--- config.mk ---
export PLATFORM = sky130hd
export DESIGN_NAME = mem_stage
export DESIGN_NICKNAME = d
export VERILOG_FILES = /design/src/rtl/mem_stage.sv
export SDC_FILE = /design/constraint.sdc
export NUM_CORES = 1
export LEC_CHECK = 0
export CAP_MARGIN = 10
export CORE_MARGIN = 4
export CORE_UTILIZATION = 45
export DETAILED_ROUTE_END_ITERATION = 12
export MAX_ROUTING_LAYER = met4
export PLACE_DENSITY = 0.82
export SYNTH_ARGS = -nofsm -noshare
export SYNTH_HDL_FRONTEND = slang
export SYNTH_SLANG_ARGS = --single-unit
--- constraint.sdc ---
create_clock -name clk -period 3.4 [get_ports clk]
set_input_delay 0.68 -clock clk [delete_from_list [all_inputs] [get_ports clk]]
set_output_delay 0.68 -clock clk [all_outputs]
set_load 0.01 [all_outputs]
--- src/rtl/mem_stage.sv ---
// mem_stage: data-memory access stage between EX/MEM and MEM/WB with req/ack bus
module mem_stage #(
  parameter int TIMEOUT_CYCLES = 16,
  parameter int CNT_W = 5
) (
  input  logic        clk,
  input  logic        reset_n,
  input  logic        PIP_write_mem_i,
  input  logic        PIP_read_mem_i,
  input  logic [31:0] PIP_alu_result_i,
  input  logic [31:0] PIP_second_operand_i,
  input  logic [1:0]  PIP_mem_size_i,
  input  logic        PIP_mem_unsigned_i,
  input  logic        PIP_use_mem_i,
  input  logic        PIP_write_reg_i,
  input  logic [4:0]  PIP_rd_i,
  input  logic        PIP_TRAP_i,
  output logic        dmem_req_o,
  output logic        dmem_we_o,
  output logic [31:0] dmem_addr_o,
  output logic [3:0]  dmem_be_o,
  output logic [31:0] dmem_wdata_o,
  input  logic [31:0] dmem_rdata_i,
  input  logic        dmem_ack_i,
  output logic        stall_o,
  output logic [31:0] EX_MEM_operand_o,
  output logic [31:0] PIP_wb_data_o,
  output logic        PIP_write_reg_o,
  output logic [4:0]  PIP_rd_o,
  output logic        PIP_TRAP_o,
  output logic [31:0] MEM_WB_operand_o
);
  localparam logic [0:0] IDLE = 1'b0;
  localparam logic [0:0] BUSY = 1'b1;

  logic [0:0]       state;
  logic [CNT_W-1:0] cnt;
  logic [31:0]      addr_q, wdata_q;
  logic [3:0]       be_q;
  logic             we_q, uns_q;
  logic [1:0]       size_q;
  logic             mem_op, fault, access, busy, timeout, trap_c;
  logic [3:0]       be_c;
  logic [31:0]      wdata_c, lane, load_data;
  logic [1:0]       off, sz;
  logic             uns;

  assign mem_op  = PIP_read_mem_i | PIP_write_mem_i;
  // misalignment, reserved size and read+write are only meaningful for memory ops
  assign fault   = mem_op & ((PIP_mem_size_i == 2'b11) |
                             (PIP_mem_size_i == 2'b01 & PIP_alu_result_i[0]) |
                             (PIP_mem_size_i == 2'b10 & |PIP_alu_result_i[1:0]) |
                             (PIP_read_mem_i & PIP_write_mem_i));
  assign access  = mem_op & ~PIP_TRAP_i & ~fault;
  assign busy    = state == BUSY;
  assign timeout = busy & ~dmem_ack_i & (cnt == CNT_W'(TIMEOUT_CYCLES - 1));
  // ack or timeout cycle releases the stall so the pipeline advances on the next edge
  assign stall_o    = reset_n & (busy ? ~dmem_ack_i & ~timeout : access & ~dmem_ack_i);
  assign dmem_req_o = reset_n & (busy | access);

  assign be_c    = PIP_mem_size_i == 2'b00 ? 4'b0001 << PIP_alu_result_i[1:0] :
                   PIP_mem_size_i == 2'b01 ? 4'b0011 << PIP_alu_result_i[1:0] : 4'b1111;
  assign wdata_c = PIP_mem_size_i == 2'b00 ? {4{PIP_second_operand_i[7:0]}} :
                   PIP_mem_size_i == 2'b01 ? {2{PIP_second_operand_i[15:0]}} : PIP_second_operand_i;

  assign dmem_we_o    = busy ? we_q : PIP_write_mem_i;
  assign dmem_addr_o  = busy ? {addr_q[31:2], 2'b00} : {PIP_alu_result_i[31:2], 2'b00};
  assign dmem_be_o    = busy ? be_q : be_c;
  assign dmem_wdata_o = busy ? wdata_q : wdata_c;

  assign off  = busy ? addr_q[1:0] : PIP_alu_result_i[1:0];
  assign sz   = busy ? size_q : PIP_mem_size_i;
  assign uns  = busy ? uns_q : PIP_mem_unsigned_i;
  assign lane = dmem_rdata_i >> {off, 3'b000};
  assign load_data = sz == 2'b00 ? (uns ? {24'b0, lane[7:0]} : {{24{lane[7]}}, lane[7:0]}) :
                     sz == 2'b01 ? (uns ? {16'b0, lane[15:0]} : {{16{lane[15]}}, lane[15:0]}) : lane;

  assign trap_c           = PIP_TRAP_i | fault | timeout;
  assign EX_MEM_operand_o = PIP_alu_result_i;
  assign MEM_WB_operand_o = PIP_wb_data_o;

  // FSM and request latches: capture the access when it cannot finish in one cycle
  always_ff @(posedge clk or negedge reset_n) begin
    if (!reset_n) begin
      state   <= IDLE;
      cnt     <= '0;
      addr_q  <= '0;
      wdata_q <= '0;
      be_q    <= '0;
      we_q    <= 1'b0;
      size_q  <= 2'b00;
      uns_q   <= 1'b0;
    end else if (!busy) begin
      if (access && !dmem_ack_i) begin
        state   <= BUSY;
        cnt     <= '0;
        addr_q  <= PIP_alu_result_i;
        wdata_q <= wdata_c;
        be_q    <= be_c;
        we_q    <= PIP_write_mem_i;
        size_q  <= PIP_mem_size_i;
        uns_q   <= PIP_mem_unsigned_i;
      end
    end else if (dmem_ack_i || timeout) begin
      state <= IDLE;
      cnt   <= '0;
    end else begin
      cnt <= cnt + CNT_W'(1);
    end
  end

  // MEM/WB register: bubble while stalled, otherwise retire the instruction
  always_ff @(posedge clk or negedge reset_n) begin
    if (!reset_n) begin
      PIP_wb_data_o   <= '0;
      PIP_write_reg_o <= 1'b0;
      PIP_rd_o        <= '0;
      PIP_TRAP_o      <= 1'b0;
    end else if (stall_o) begin
      PIP_write_reg_o <= 1'b0;
      PIP_TRAP_o      <= 1'b0;
    end else begin
      PIP_wb_data_o   <= PIP_use_mem_i ? load_data : PIP_alu_result_i;
      PIP_write_reg_o <= PIP_write_reg_i & ~trap_c;
      PIP_rd_o        <= PIP_rd_i;
      PIP_TRAP_o      <= trap_c;
    end
  end
endmodule

==> run metrics <==
status=completed; DR iter-0 viols=484; die width=136 µm; DRT antenna net count=0; Power Total=0.00519 W; initial antenna violation count=0; Yosys cell types=between 50 and 60; Avg Inst Size Synth=8.71 µm²; worst-skew pair later-pin latency=roughly 0.42 ns; vias in the first global route=roughly 6800; Post-synth top flop=dfrtp_1; WL/cell=around 19 µm; first-pass GRT wire length=37200 µm; FF-to-FF path depth=6; Multi-input gate area=0.00372 mm²; final period utilization=0.948; DPL Wire Length=17900 µm; placed insts=1262; critical path's most frequent cell=clkdlybuf4s50_1; min Tclk post-route=3.22 ns; Clock Path Buffers=2; Clock Sinks=117; CTS Buf Count=17; Worst Setup Start Kind=primary input; DRC Markers=0; H-tree level count=4; number of fill cells=1326; Yosys warnings=0; Max VDD drop=0.359 mV; WP buf/inv=4; Max Slew Vio Count=0; share of cells above drive strength 1=0.149; Final Hold Viols=0; row count=46; Final #Nets=1184; Worst EP required=2.72 ns; Die ar.=between 0.015 and 0.02 mm²; routed via count=6882; Post-synth EDFFs=0; Worst-path clk slew=~0.06 ns; pin count of the biggest net entering global routing=between 100 and 150; Arrival @ worst endpoint=2.54 ns; Stages on worst setup path=8; Root Buffer=clkbuf_16; Storage cell area=~0.0029 mm²; slowest CP cell=clkdlybuf4s50_1; worst path cell trace=clkdlybuf4s50_1, inv_1, buf_4, ha_1, o21ai_0, nand2b_1, mux2_2, clkdlybuf4s50_1; port bufs=283; post-synthesis sequential area ratio=0.396; area delta synth->final=44.4%; maxcap violations=0; Max Fclk=roughly 0.31 GHz; Layout Cells excl Fill=1296; count of mapped cells out of synthesis=849; Finish-stage setup viols=0; chip height=136 µm; Post-Route WL=24200 µm; Crit Path Class=primary input to output pin; delay-heaviest family, CP=buffers and inverters; Global Route Usage Sum=0.267; Worst path max stage delay=0.51 ns; Pleak=about 4.7 nW; Pre-Repair DR Iteration Count=5; Synth Cell Area=0.00739 mm²; gpl congestion=0.916; Slew headroom=0.512; I/O Pins=286; CTS tree=done; RSZ-0062 raised after global routing=false; slew at the pin closest to its max-slew limit=about 0.73 ns; gr ovfl total=0; async set or reset register ratio after synthesis=1.00; setup_tns=0 ns; Initial Util=0.462; Via density=roughly 5.3; clk_skew=0.00683 ns; Hold Crit Class=primary input to asynchronous set/reset pin; CTS Hold Bufs=0; pwr/cell area=around 500 mW/mm²; Crit. End Element=output pin; Core ar.=0.0160 mm²; register bit total from synthesis=~120; CP max FO=3
==> cell usage in the layout (no fill, tap or decap), types with 2 or more instances in the layout <==
cell | synthesis | routed
nor3b_1 | 5 | 5
mux2i_1 | 25 | 24
o2bb2ai_1 | 7 | 7
conb_1 | 1 | 2
nand2b_1 | 10 | 10
o211ai_1 | 4 | 4
o31ai_1 | 2 | 2
buf_12 | 0 | 3
o21ai_0 | 36 | 36
inv_1 | 6 | 6
nor2b_1 | 10 | 10
nor2_1 | 50 | 49
mux2i_2 | 1 | 2
clkinvlp_4 | 0 | 2
clkbuf_16 | 0 | 17
and3_1 | 9 | 9
a211oi_1 | 12 | 12
dfrtp_1 | 117 | 116
a211o_1 | 8 | 8
a21oi_1 | 27 | 27
nand3b_1 | 3 | 3
nand2_1 | 254 | 254
clkbuf_1 | 29 | 3
ha_1 | 6 | 6
clkbuf_8 | 0 | 3
buf_4 | 68 | 28
a211oi_2 | 12 | 12
mux2_2 | 75 | 75
dlymetal6s2s_1 | 0 | 5
o21a_1 | 3 | 3
clkinv_2 | 0 | 4
bufinv_16 | 0 | 3
nor4_1 | 4 | 4
clkdlybuf4s50_1 | 0 | 276
o32ai_1 | 3 | 3
nor3_1 | 21 | 21
==> synthesized netlist by cell type (9+ instances only) <==
cell | count | share of area
dfrtp_1 | 117 | 0.40
clkbuf_1 | 29 | 0.015
and3_1 | 9 | 0.0076
a211oi_1 | 12 | 0.012
nand2b_1 | 10 | 0.0085
o21ai_0 | 36 | 0.024
buf_2 | 13 | 0.0088
nor3_1 | 21 | 0.014
buf_4 | 68 | 0.069
a21oi_1 | 27 | 0.018
nor2b_1 | 10 | 0.0085
nor2_1 | 50 | 0.025
mux2_2 | 75 | 0.11
mux2i_1 | 25 | 0.034
nand2_1 | 254 | 0.13
a211oi_2 | 12 | 0.020
==> layer usage <==
metal / share of wire / global-route usage
met3: 0.075 / 0.0662
met5: 0 / -
met4: 0.035 / 0.111
met2: 0.48 / 0.420
met1: 0.41 / 0.330
==> worst reg2reg max path, cell delays in order, from the launching register on <==
cell	delay (ns)
dfrtp_4	0.43
buf_12	0.43
mux2_4	0.47
mux2i_1	0.32
a22oi_2	0.19
a211oi_2	0.61
a211oi_1	0.17
==> worst paths after layout <==
path | to | slack (ns) | startpoint
min in group clk | addr_q[5] | 0.47 | addr_q[5]
setup / recovery | dmem_be_o[1] | 0.18 | PIP_alu_result_i[1]
hold / removal | MEM_WB_operand_o[15] | 0.35 | reset_n
max in group asynchronous | addr_q[15] | 1.98 | reset_n
setup reg to reg | MEM_WB_operand_o[16] | 0.63 | busy
hold reg to reg | addr_q[5] | 0.47 | addr_q[5]
==> final cells by class <==
class                      count  area share
multi-input combinational    608       0.348
timing repair buffer         314       0.292
sequential                   117       0.275
clock buffer                  23      0.0448
tap                          216      0.0253
clock inverter                 9      0.0117
inverter                       8     0.00281
antenna                        1    0.000234
==> report_power, final <==
| group | internal, W | switching (W) |
|---|---|---|
| clock network | 0.00120 | 0.000639 |
| registers | 0.00169 | 0.000192 |
| logic | 0.000785 | 0.000677 |
==> kinds of logic (layout without fill, tap and decap cells) <==
group                    Yosys count  in the layout  synth area share
other                              1              3          0.000507
multiplexers                     102            102             0.152
flip-flops                       117            117             0.396
AND/OR/NAND/NOR                  375            375             0.218
AO/OA/AOI/OAI                    122            122             0.118
XOR/XNOR                           1              1           0.00119
adder cells (fa/ha/maj)            6              6            0.0102
buffers and inverters            125            354             0.104
==> stage by stage <==
step / area, µm² / setup WS [ns] / hold WS (ns) / util
after global placement: 10000 / -0.0180 / 0.449 / 0.627
after CTS: 10600 / 0.0242 / 0.356 / 0.665
after detailed placement: 10000 / -0.0380 / 0.457 / 0.627
after floorplan: 7390 / 0.496 / 0.384 / -
final: 10700 / 0.177 / 0.349 / 0.667
after global routing: 10700 / 0.0825 / 0.370 / 0.667
==> state kept, by name, summed over array words and instances, names as in the netlist <==
name and count:
uns_q 1, PIP_TRAP_o 1, PIP_rd_o 5, addr_q 32, size_q 2, PIP_write_reg_o 1
cnt 5, MEM_WB_operand_o 32, wdata_q 32, busy 1, be_q 4, we_q 1
==> repair_timing <==
action,in CTS,in global routing
endpoints found under the setup margin,10,6
pin swaps,0,2
setup buffers,0,1
resized for setup,1,8
No activity file was read; power rests on OpenSTA's default activity.
